[config.mk]
export PLATFORM = sky130hd
export DESIGN_NAME = ps2_rx_fifo
export DESIGN_NICKNAME = d
export VERILOG_FILES = /design/src/rtl/ps2_pkg.sv /design/src/rtl/ps2_fifo.sv /design/src/rtl/ps2_rx_fifo.sv
export SDC_FILE = /design/constraint.sdc
export NUM_CORES = 1
export LEC_CHECK = 0
export CAP_MARGIN = 10
export CORE_ASPECT_RATIO = 1.2
export CORE_MARGIN = 8
export CORE_UTILIZATION = 50
export DETAILED_ROUTE_END_ITERATION = 10
export PLACE_DENSITY = 0.68
export SLEW_MARGIN = 20
export SYNTH_ARGS = -nofsm -noshare
export SYNTH_HDL_FRONTEND = slang
export SYNTH_SLANG_ARGS = --single-unit
[constraint.sdc]
create_clock -name clk -period 7.6 [get_ports clk]
set_input_delay 0.76 -clock clk [delete_from_list [all_inputs] [get_ports clk]]
set_output_delay 0.76 -clock clk [all_outputs]
set_load 0.01 [all_outputs]
[src/rtl/ps2_pkg.sv]
// Shared definitions for the PS/2 keyboard receiver: framing states, frame size,
// default sizing and the odd-parity helper.
package ps2_pkg;

    typedef enum logic [1:0] {
        ST_IDLE,
        ST_DATA,
        ST_PARITY,
        ST_STOP
    } ps2_state_t;

    localparam int FRAME_BITS      = 8;
    localparam int DEF_FIFO_DEPTH  = 8;
    localparam int DEF_TIMEOUT_CYC = 20000;

    // PS/2 uses odd parity: the eight data bits plus the parity bit hold an odd number of ones.
    function automatic logic odd_parity_ok(input logic [7:0] data, input logic par);
        return ^{data, par};
    endfunction

endpackage

[src/rtl/ps2_fifo.sv]
// Synchronous show-ahead scancode FIFO. A push into a full FIFO is dropped unless
// a pop happens in the same cycle.
module ps2_fifo
    import ps2_pkg::*;
#(
    parameter int FIFO_DEPTH = DEF_FIFO_DEPTH
) (
    input  logic                          clk,
    input  logic                          rst,
    input  logic                          push,
    input  logic [7:0]                    wr_data,
    input  logic                          pop,
    output logic [7:0]                    rd_data,
    output logic                          empty,
    output logic                          full,
    output logic [$clog2(FIFO_DEPTH):0]   count,
    output logic                          dropped
);

    localparam int AW = $clog2(FIFO_DEPTH);
    localparam int CW = AW + 1;

    logic [7:0]    mem [FIFO_DEPTH];
    logic [AW-1:0] wptr;
    logic [AW-1:0] rptr;
    logic [CW-1:0] cnt;
    logic          do_pop;
    logic          do_push;

    assign empty   = (cnt == '0);
    assign full    = (cnt == CW'(FIFO_DEPTH));
    assign do_pop  = pop & ~empty;
    // A pop frees the slot this very cycle, so a full FIFO still accepts the push.
    assign do_push = push & (~full | do_pop);
    assign dropped = push & full & ~do_pop;
    assign count   = cnt;
    assign rd_data = empty ? 8'h00 : mem[rptr];

    always_ff @(posedge clk) begin
        if (rst) begin
            wptr <= '0;
            rptr <= '0;
            cnt  <= '0;
        end else begin
            if (do_push) wptr <= wptr + 1'b1;
            if (do_pop)  rptr <= rptr + 1'b1;
            case ({do_push, do_pop})
                2'b10:   cnt <= cnt + 1'b1;
                2'b01:   cnt <= cnt - 1'b1;
                default: cnt <= cnt;
            endcase
        end
    end

    always_ff @(posedge clk) begin
        if (do_push && !rst) mem[wptr] <= wr_data;
    end

endmodule

[src/rtl/ps2_rx_fifo.sv]
// PS/2 keyboard receiver: synchronizes the PS/2 lines, deframes 11-bit frames and
// queues good scancodes for the CPU, with sticky overflow and framing-error flags.
module ps2_rx_fifo
    import ps2_pkg::*;
#(
    parameter int FIFO_DEPTH  = DEF_FIFO_DEPTH,
    parameter int TIMEOUT_CYC = DEF_TIMEOUT_CYC
) (
    input  logic                          clk,
    input  logic                          rst,
    input  logic                          ps2_clk,
    input  logic                          ps2_data,
    input  logic                          rd_en,
    output logic [7:0]                    rd_data,
    output logic                          empty,
    output logic [$clog2(FIFO_DEPTH):0]   count,
    output logic                          overflow,
    output logic                          frame_err,
    input  logic                          clr_err
);

    localparam int TW = $clog2(TIMEOUT_CYC + 1);

    logic          clk_s1, clk_s2, clk_s3;
    logic          dat_s1, dat_s2;
    logic          fall;
    ps2_state_t    state;
    logic [2:0]    bit_cnt;
    logic [7:0]    shift;
    logic          par_bit;
    logic [TW-1:0] tmo_cnt;
    logic          tmo_hit;
    logic          push;
    logic          frame_bad;
    logic          full;
    logic          dropped;

    // Synchronizers reset high so an idle line produces no spurious falling edge.
    always_ff @(posedge clk) begin
        if (rst) begin
            clk_s1 <= 1'b1;
            clk_s2 <= 1'b1;
            clk_s3 <= 1'b1;
            dat_s1 <= 1'b1;
            dat_s2 <= 1'b1;
        end else begin
            clk_s1 <= ps2_clk;
            clk_s2 <= clk_s1;
            clk_s3 <= clk_s2;
            dat_s1 <= ps2_data;
            dat_s2 <= dat_s1;
        end
    end

    assign fall    = clk_s3 & ~clk_s2;
    assign tmo_hit = (state != ST_IDLE) && !fall && (tmo_cnt == TW'(TIMEOUT_CYC - 1));

    // Push combinationally on the stop-bit edge so the byte is visible one cycle later.
    assign push = fall && (state == ST_STOP) && dat_s2 && odd_parity_ok(shift, par_bit);

    assign frame_bad = (fall && (state == ST_IDLE) && dat_s2)
                     || (fall && (state == ST_STOP) && !push)
                     || tmo_hit;

    always_ff @(posedge clk) begin
        if (rst) begin
            state   <= ST_IDLE;
            bit_cnt <= '0;
            tmo_cnt <= '0;
        end else begin
            if (state == ST_IDLE || fall) tmo_cnt <= '0;
            else                          tmo_cnt <= tmo_cnt + 1'b1;

            if (tmo_hit) begin
                state <= ST_IDLE;
            end else if (fall) begin
                case (state)
                    ST_IDLE: begin
                        if (!dat_s2) begin
                            state   <= ST_DATA;
                            bit_cnt <= '0;
                        end
                    end
                    ST_DATA: begin
                        shift   <= {dat_s2, shift[7:1]};
                        bit_cnt <= bit_cnt + 1'b1;
                        if (bit_cnt == 3'(FRAME_BITS - 1)) state <= ST_PARITY;
                    end
                    ST_PARITY: begin
                        par_bit <= dat_s2;
                        state   <= ST_STOP;
                    end
                    default: state <= ST_IDLE;
                endcase
            end
        end
    end

    // Clearing wins over a same-cycle error so software never misses its acknowledge.
    always_ff @(posedge clk) begin
        if (rst || clr_err) begin
            overflow  <= 1'b0;
            frame_err <= 1'b0;
        end else begin
            if (frame_bad) frame_err <= 1'b1;
            if (dropped)   overflow  <= 1'b1;
        end
    end

    ps2_fifo #(
        .FIFO_DEPTH(FIFO_DEPTH)
    ) u_fifo (
        .clk     (clk),
        .rst     (rst),
        .push    (push),
        .wr_data (shift),
        .pop     (rd_en),
        .rd_data (rd_data),
        .empty   (empty),
        .full    (full),
        .count   (count),
        .dropped (dropped)
    );

endmodule

Word level (Yosys, flattened, before mapping)
Memories as Yosys holds them, arrays and structs flattened. A register that Yosys moved wholly into a read port is not among the register bits.
Cells that the tools add are included.
W data, S select, Z words.

operators by class
  eq/ne operators = 10
  magnitude comparators = 0
  add/subtract/negate cells = 6
  mux-type cells = 11
  divide/modulo/power cells = 0
  reductions and logical operators = 28
  $mul = 0
  bitwise logic cells = 12
  shifts and indexed selects = 0

operators by type and width
  kind                     number
  $add A15 B1 Y15 const B  1
  $eq A15 B15 Y1 const B   1
  $reduce_and A4 Y1        3
  $add A3 B1 Y3 const B    3
  $logic_and A1 B1 Y1      9
  $mux W3                  3
  $reduce_xor A9 Y1        1
  $mux W8                  1
  $pmux W4 S2              1
  $eq A2 B2 Y1 const B     3
  $not A1 Y1               6
  $pmux W2 S3              1
  $pmux W3 S2              1
  $reduce_bool A2 Y1       3
  $and A1 B1 Y1            5
  $add A4 B1 Y4 const B    1
  $eq A2 B1 Y1 const B     2
  $eq A4 B4 Y1 const B     1
  $logic_not A4 Y1         1
  $logic_or A1 B1 Y1       4
  $mux W2                  2
  $ne A2 B2 Y1 const B     2
  $reduce_or A2 Y1         2
  $sub A4 B1 Y4 const B    1
  other kinds (6)          9

storage, ports and cells
  memories kept = 1
  word-level logic and storage cells = 83
  bits in latches = 0
  input bits = 6
  ROM bits = 0
  bits in writable memories = 64
  bits in registers = 46
  output and inout port bits = 15

memory list
  name        depth  width  read ports  clocked after memory_dff  wr ports  line            RTL
  u_fifo.mem  8      8      1           1                         1         ps2_fifo.sv:23  logic [7:0] mem [FIFO_DEPTH];

Logic depth before layout (Yosys ltp)
  depth after elaboration = 9
  gate-level depth with buffers = 11
  mapped depth without buffers = 11

Cells and area by module
From an unflattened synthesis, not the netlist that was laid out.

second synthesis, totals
  cell total of the unflattened synthesis = 331
  area total of the unflattened synthesis = 4710.8 um^2

modules (own cells, without submodules)
  module       area an instance (um^2)  instances  cells an instance  sequential area each (um^2)
  ps2_fifo     3196.8                   1          188                2182.1
  ps2_rx_fifo  1514.0                   1          143                810.8

Worst setup path before layout
No wires, ideal clock.

  path kind = register to register
  start = reg shift[1]
  end = reg u_fifo.cnt[2], in the netlist u_fifo.count[2]
  slack = 4.827 ns
  arrival = 2.703 ns
  setup time = 0.070 ns
  clock period less this slack = 2.773 ns
  cell stages (with the launch flop) = 12
  buffers on the path = 0
  cell sequence = edfxtp_1 > xor2_1 > xnor3_2 > xnor2_4 > nand3_4 > ha_1 > xor2_1 > ha_1 > a21oi_1 > xor2_1 > or3_1 > a21oi_1

between the ends
  word-level cells in the longest chain between the ends = 5
  elaborated cells on any way between the ends = 7
  those cells by class = eq/ne: 2; mux: 1; bitwise: 1; reduce/logical: 3

RTL lines
  item                                               line               RTL
  start, declared                                    ps2_rx_fifo.sv:29  logic [7:0] shift;
  start signal, assigned                             ps2_rx_fifo.sv:85  shift <= {dat_s2, shift[7:1]};
  $reduce_xor A9 Y1 (*)                              ps2_pkg.sv:18      return ^{data, par};
  $logic_and A1 B1 Y1 (*)                            ps2_rx_fifo.sv:59  assign push = fall && (state == ST_STOP) && dat_s2 && odd_parity_ok(shift, par_bit);
  $and A1 B1 Y1 (*)                                  ps2_fifo.sv:34     assign do_push = push & (~full | do_pop);
  $eq A2 B1 Y1 or $eq A2 B2 Y1 (tied branches)       ps2_fifo.sv:47     case ({do_push, do_pop})
  $pmux W4 S2 or $reduce_bool A2 Y1 (tied branches)  n/a
  end signal, assigned                               ps2_fifo.sv:48     2'b10: cnt <= cnt + 1'b1;
  end signal, assigned                               ps2_fifo.sv:49     2'b01: cnt <= cnt - 1'b1;
  end signal, assigned                               ps2_fifo.sv:50     default: cnt <= cnt;
  end, declared                                      ps2_fifo.sv:26     logic [CW-1:0] cnt;

Every way passes the cells marked *; elsewhere a longest branch is shown, timed or not.
A chain may end at the register's enable or synchronous reset.

Worst setup path in the final report
  start = reg u_fifo.cnt[1], in the netlist u_fifo.count[1]
  end = out empty

between the ends
  word-level cells in the longest chain between the ends = 1

RTL lines
  item              line               RTL
  $logic_not A4 Y1  ps2_fifo.sv:30     assign empty = (cnt == '0);
  end, declared     ps2_rx_fifo.sv:15  output logic empty,

Every way passes these cells.

==> flow_summary_export.csv <==
group,metric,value,unit
clock_tree,cts_sinks,113,
finish,antenna_cells,0,
yosys,synth-edff-count,73,
finish,finalInstanceArea,0.005542,sq mm
setup_path,required,6840,ps
route,drcViolationCount,0,
sta,min_period,3321,ps
yosys,ys_seq_area_share,64.56,%
route,drt-total-wl,8.317,mm
placement,portBuffers,20,
global_route,grt_pass1_vias,2764,
clock_tree,clock_latency,510,ps
finish,seqCellArea,0.002994,sq mm
global_route,antenna_found_initial,0,
sta,fmax,301.1,MHz
yosys,synthFlopType,"edfxtp_1",
yosys,yosysWarnings,0,
die,start_util,51.32,%
setup_path,crit_cells,3,
route,detail-route-antenna-nets,0,
worst_hold_path,holdPathStages,1,
yosys,synth_cells,322,
sta,finalCritPeriodShare,43.70,%
pwr,swShare,18.74,%
yosys,syn_area,0.004636,sq mm
finish,fillers,712,
die,core_area,0.009034,sq mm
clock_tree,cts_buffer_depth,2,
clock_tree,cts_made_buffers,17,
finish,area_growth,19.54,%
route,dr.pass1.iters,4,
setup_path,crit_path_end_kind,"output pin",
global_route,grt_pass1_wl,13.61,mm
global_route,grt_max_degree,31,
finish,multiInputGateArea,0.001600,sq mm
setup_path,reg2reg_depth,11,
sta,slew_violations,0,
setup_path,startpoint_type,"flop",
clock_tree,cts_tree,"built",
global_route,track_usage,13.99,%
placement,dp_hpwl,5.524,mm
route,initialDrtViolationCount,117,
pwr,p_int,1.147,mW
die,io_pins,21,
setup_path,crit_type,"flop to output pin",
placement,dpl_cell_area,0.004974,sq mm
route,viasPerCell,5.363,
die,die-area,0.01262,sq mm
die,dieHeight,121.5,microns
setup_path,crit_family,"simple AND/OR/NAND/NOR gates",
sta,clock_skew,10.40,ps
sta,relSlewSlack,27.78,%
pwr,power_density,254.7,mW/mm^2
sta,hold_viol_final,0,
sta,worst_slew_pin_slew,1075,ps
job,maxCapViolCount,0,
pwr,power.switching,264.5,uW
yosys,ys_seq_elements,113,
clock_tree,root_buffer,"clkbuf_8",
setup_path,path_max_fanout,9,
sta,finalSetupViolCount,0,
clock_tree,cts_resized,0,
finish,nets,370,
clock_tree,post_cts_buffers,0,
route,wire_per_inst,17.15,microns
placement,place.gp.congestion,0.7456,
yosys,syn_avg_cell_area,14.40,sq um
finish,layout_common_cells,"73 x edfxtp_1, 45 x nor2_1, 39 x dfxtp_1, 20 x clkdlybuf4s50_1",
sta,rsz0062_at_grt,"false",
pwr,seqPwrFrac,46.0,%
clock_tree,cts.clk_slew.worst_paths,50,ps
pwr,p_comb_share,0.7,%
global_route,grt-ovfl-total,0,
clock_tree,postCtsHoldBufs,0,
die,chipWidth,103.9,microns
setup_path,slowest_delay,670,ps
yosys,yosysUniqueCellTypes,42,
pwr,clock_power_share,53.3,%
setup_path,critPathBufInv,1,
pwr,leakagePower,1.864,nW
sta,tns,0,ps
finish,final_common_cell,"edfxtp_1",
finish,drive_gt1_share,17.26,%
yosys,syn_nets,340,
clock_tree,htreeDepth,4,
die,fp-row-count,38,
route,via_count,2601,
status,status,"finished, final reports clean",
yosys,synthArstFlopShare,0,%
setup_path,crit_arrival,2560,ps
pwr,p_total,1.411,mW
setup_path,cpMaxStageDelayCell,"clkdlybuf4s50_1",
pwr,ir_drop,0.1503,mV
setup_path,path_cells,"or3_1, nor2_1, clkdlybuf4s50_1",
worst_hold_path,min-delay-path-class,"flop to flop",
power groups by stage:
stage	Sequential, mW	Clock (mW)	Combinational, mW
floorplan	0.661	0	0.00559
global placement	0.661	0	0.00996
detailed placement	0.661	0	0.0101
CTS	0.649	0.767	0.0102
global route	0.649	0.791	0.0111
finish	0.649	0.752	0.0101
metal layers:
metal  part of all wire [%]  GRT usage, %  wire length (microns)  vias to the layer above
met5                      0             0                      0                        -
met4                    1.3         6.890                    104                        0
met3                    3.9         4.782                    328                       10
met2                     51         23.61                   4217                       51
met1                     44         15.59                   3668                     1294
li1                       -             -                      -                     1246
final timing paths:
check	start	end	slack, ps
hold / removal	clk_s1	clk_s2	420
setup / recovery	u_fifo.count[1]	empty	4280
hold reg to reg	clk_s1	clk_s2	420
setup reg to reg	shift[7]	u_fifo.count[2]	4540
worst register-to-register path, cell delays in order (launching register included):
cell and delay [ps]:
edfxtp_1 560, xnor2_1 270, xnor3_2 420, xnor2_4 310
nand3_4 140, ha_1 280, xor2_1 160, ha_1 180
a21oi_1 140, xor2_1 90, or3_1 310, a21oi_1 140
flip-flops by register name, indices dropped and copies added (netlist names), 2 cells and up, named ones only:
name          flops
u_fifo.mem       64
tmo_cnt          15
shift             8
u_fifo.count      4
bit_cnt           3
u_fifo.rptr       3
u_fifo.wptr       3
state             2
logic make-up (layout without fill, tap and decap cells):
kind of cell / Yosys count / after routing / share of synthesized area (%)
DFF: 113 / 113 / 64.56
and+or+nand+nor: 106 / 106 / 11.74
muxes: 31 / 31 / 11.12
xor gates and xnor gates: 26 / 26 / 5.641
AOI/OAI and AO/OA: 18 / 18 / 2.348
buffers and inverters: 16 / 59 / 1.350
adders and majority gates: 12 / 12 / 3.239
cell type report:
cell class,count,share of cell area (%)
clock buffers,20,7.677
clock inverters,12,2.551
inverters,6,0.4064
multi-input cells,193,28.88
flip-flops and latches,113,54.03
well taps,120,2.709
repair buffers,21,3.748
synth_stat cells, types with 2 or more instances:
library cell | n | area, sq um
edfxtp_1 | 73 | 2192
nor2_1 | 45 | 168.9
dfxtp_1 | 40 | 800.8
mux4_2 | 16 | 360.4
xor2_1 | 15 | 131.4
mux2i_1 | 14 | 140.1
ha_1 | 12 | 150.1
xnor2_1 | 9 | 78.83
nor3_1 | 8 | 40.04
or2_2 | 8 | 50.05
clkbuf_1 | 7 | 26.28
nand2_1 | 7 | 26.28
inv_1 | 6 | 22.52
nand3_1 | 6 | 30.03
o21ai_0 | 6 | 30.03
a21oi_1 | 5 | 25.02
nand2b_1 | 5 | 31.28
nand4_1 | 4 | 25.02
or3_1 | 4 | 25.02
and3_1 | 3 | 18.77
nor2b_1 | 3 | 18.77
nor3b_1 | 3 | 22.52
a22oi_1 | 2 | 15.01
buf_2 | 2 | 10.01
nand3b_1 | 2 | 15.01
metrics by stage:
step	util, %	setup WS [ps]	hold slack (ps)	instances
after floorplan	-	4827	389.5	322
after global placement	54.83	4294	392.0	453
after detailed placement	55.06	4413	397.2	453
after CTS	61.33	3859	422.4	485
after global routing	61.34	4084	447.5	485
final	61.34	4279	421.0	485
(Power assumes the default switching activity.)
==> RTL edit: new RTL, same flow settings <==
One comparison of `cnt` changes from == to >=.
--- a/src/rtl/ps2_fifo.sv
+++ b/src/rtl/ps2_fifo.sv
@@ -30,3 +30,3 @@
     assign empty   = (cnt == '0);
-    assign full    = (cnt == CW'(FIFO_DEPTH));
+    assign full    = (cnt >= CW'(FIFO_DEPTH));
     assign do_pop  = pop & ~empty;
Formal check against the unedited RTL: same outputs for any inputs over 10 cycles, from zero or initial values and one cycle with rst high; that may be too few to reach the edited logic, so the function may still have changed.
==> RTL edit against the unedited design <==
  * First-iteration DRC count decreased by 9.4%
  * Worst setup slack got worse by 0.0041 ns
  * Design area increased by 1.4%
  * Core utilization increased by 0.52 points
  * Sequential cell count unchanged
  * Total power decreased by 0.44%
  * Sequential share of layout area decreased by 0.73 points
  * Clock power decreased by 0.8%
  * Area after synthesis increased by 1.3%
  * Routed wire length decreased by 5.5%
  * Register-to-register slack got worse by 0.27 ns
  * Critical path type is now flip-flop to flip-flop
==> RTL edit: results (changes against the unedited design) <==
- The multi-input combinational cell count came to 191 (-1.0%).
* Area used by multi-input combinational logic: 1632 um2 (+2.0%)
- Leakage dissipation: 1.857 nW (-0.35%)
- The pin count of the biggest net entering global routing was 33 (+6.5%).
* Leading post-synthesis cells by cell area: sky130_fd_sc_hd__edfxtp_1, sky130_fd_sc_hd__dfxtp_1, sky130_fd_sc_hd__mux4_2, sky130_fd_sc_hd__ha_1, sky130_fd_sc_hd__mux2i_1
- Cell total after placement: 457 (+0.88%)
- The total global-route track usage was 13.40% (-0.59 points).
* Leading cell types by count after synthesis: sky130_fd_sc_hd__edfxtp_1, sky130_fd_sc_hd__dfxtp_1, sky130_fd_sc_hd__nor2_1
- The final-layout worst hold slack is 0.4040 ns (-0.01700 ns).
- The worst register-to-register path begins at shift[5]$_DFFE_PP_.
- Post-synthesis cell area: 4696 um2 (+1.3%)
- The final instance area came to 5618 um2 (+1.4%).
- Register fraction of the total cell area: 53.30% (-0.73 points)
- Met3 routed WL: 245 um (-25%)
- Register area share after synthesis: 63.74% (-0.83 points)
- The synthesized area divided by synthesized cell count is 14.58 um2 (+1.3%).
- The biggest fanout along the worst timing path is 12 (+3).
- Clock Network Area Fraction: 10.09% (-0.14 points)
* Dominant delay contributor by cell family on the critical path: XOR/XNOR gates
* Layout Skew: 0.009682 ns (-0.0007140 ns)
* Delay of the slowest critical-path stage: 0.52 ns (-0.15 ns)
- The number of fill cells came to 690 (-3.1%).
* Highest ir drop seen on vdd: 0.0001819 V (+21%)
- The relative max-transition margin is 47.73% (+20 points).
- Total number of vias: 2,555 (-1.8%)
- End of the worst hold path: dat_s2$_SDFF_PP1_
- The number of violations reported at the end of detailed-routing iteration 0 is 106 (-9.4%).
- The worst setup slack before clock tree synthesis is 4.300 ns (-0.1129 ns).
- Among all stages on the critical path, the largest delay is contributed by sky130_fd_sc_hd__edfxtp_1.
* Wire length the detailed router placed on met1: 3549 um (-3.2%)
- The quantity of I/O buffers inserted on ports came to 20 (unchanged).
- The switching power total came to 258.1 uW (-2.4%).
- Status: finished, final reports clean
- The worst reg-to-reg setup slack is 4.27 ns (-0.27 ns).
- The fraction of cell area in non-clock buffers came to 4.499% (+0.75 points).
- Routed wire length per instance: 16.08 um (-6.3%)
- The number of non-clock buffers was 27 (+29%).
- Placement Cell Area: 5045 um2 (+1.4%)
* Share of final-layout standard cells stronger than drive strength 1: 18.16% (+0.90 points)
* Routed met2 length: 3976 um (-5.7%)
* Clock network power: 746 uW (-0.8%)
- Placer's final routability congestion estimate: 0.8035 (+7.8%)
-- RTL edit: worst reg2reg max path, stage by stage, from the launching register on --
cell,delay (ns)
sky130_fd_sc_hd__edfxtp_1,0.52
sky130_fd_sc_hd__xnor2_1,0.27
sky130_fd_sc_hd__xnor3_1,0.36
sky130_fd_sc_hd__mux2_4,0.33
sky130_fd_sc_hd__or3_4,0.44
sky130_fd_sc_hd__ha_1,0.31
sky130_fd_sc_hd__xor2_1,0.17
sky130_fd_sc_hd__ha_1,0.19
sky130_fd_sc_hd__a21oi_1,0.14
sky130_fd_sc_hd__xor2_1,0.09
sky130_fd_sc_hd__or3_1,0.30
sky130_fd_sc_hd__a21oi_1,0.14
-- RTL edit: how the worst max path moves through the flow --
stage / start / to / slack [ns] / cells past startpoint
floorplan: shift[1]$_DFFE_PP_ / u_fifo.count[2]$_SDFFE_PP0P_ / 4.46 / 12
finish: shift[5]$_DFFE_PP_ / u_fifo.count[2]$_SDFFE_PP0P_ / 4.27 / 11
global route: shift[5]$_DFFE_PP_ / u_fifo.count[2]$_SDFFE_PP0P_ / 4.04 / 11
CTS: flip-flop / rd_data[5] / 3.87 / 4
global placement: shift[1]$_DFFE_PP_ / u_fifo.count[2]$_SDFFE_PP0P_ / 4.36 / 11
detailed placement: shift[5]$_DFFE_PP_ / u_fifo.count[2]$_SDFFE_PP0P_ / 4.30 / 11
-- RTL edit: logic make-up after synthesis --
group | count (synthesis) | share of synthesized area [%]
xor+xnor | 22 | 4.690
flops | 113 | 63.74
simple gates | 106 | 12.98
mux | 34 | 11.67
fa+ha+maj | 12 | 3.197
buf+inv | 18 | 1.625
compound gates | 17 | 2.105
-- RTL edit: layer usage --
layer  global-route usage, %  vias up
met4                   5.168        0
met1                   15.88     1249
met3                   4.385       10
met2                   22.31       34
li1                        -     1262
met5                       0        -
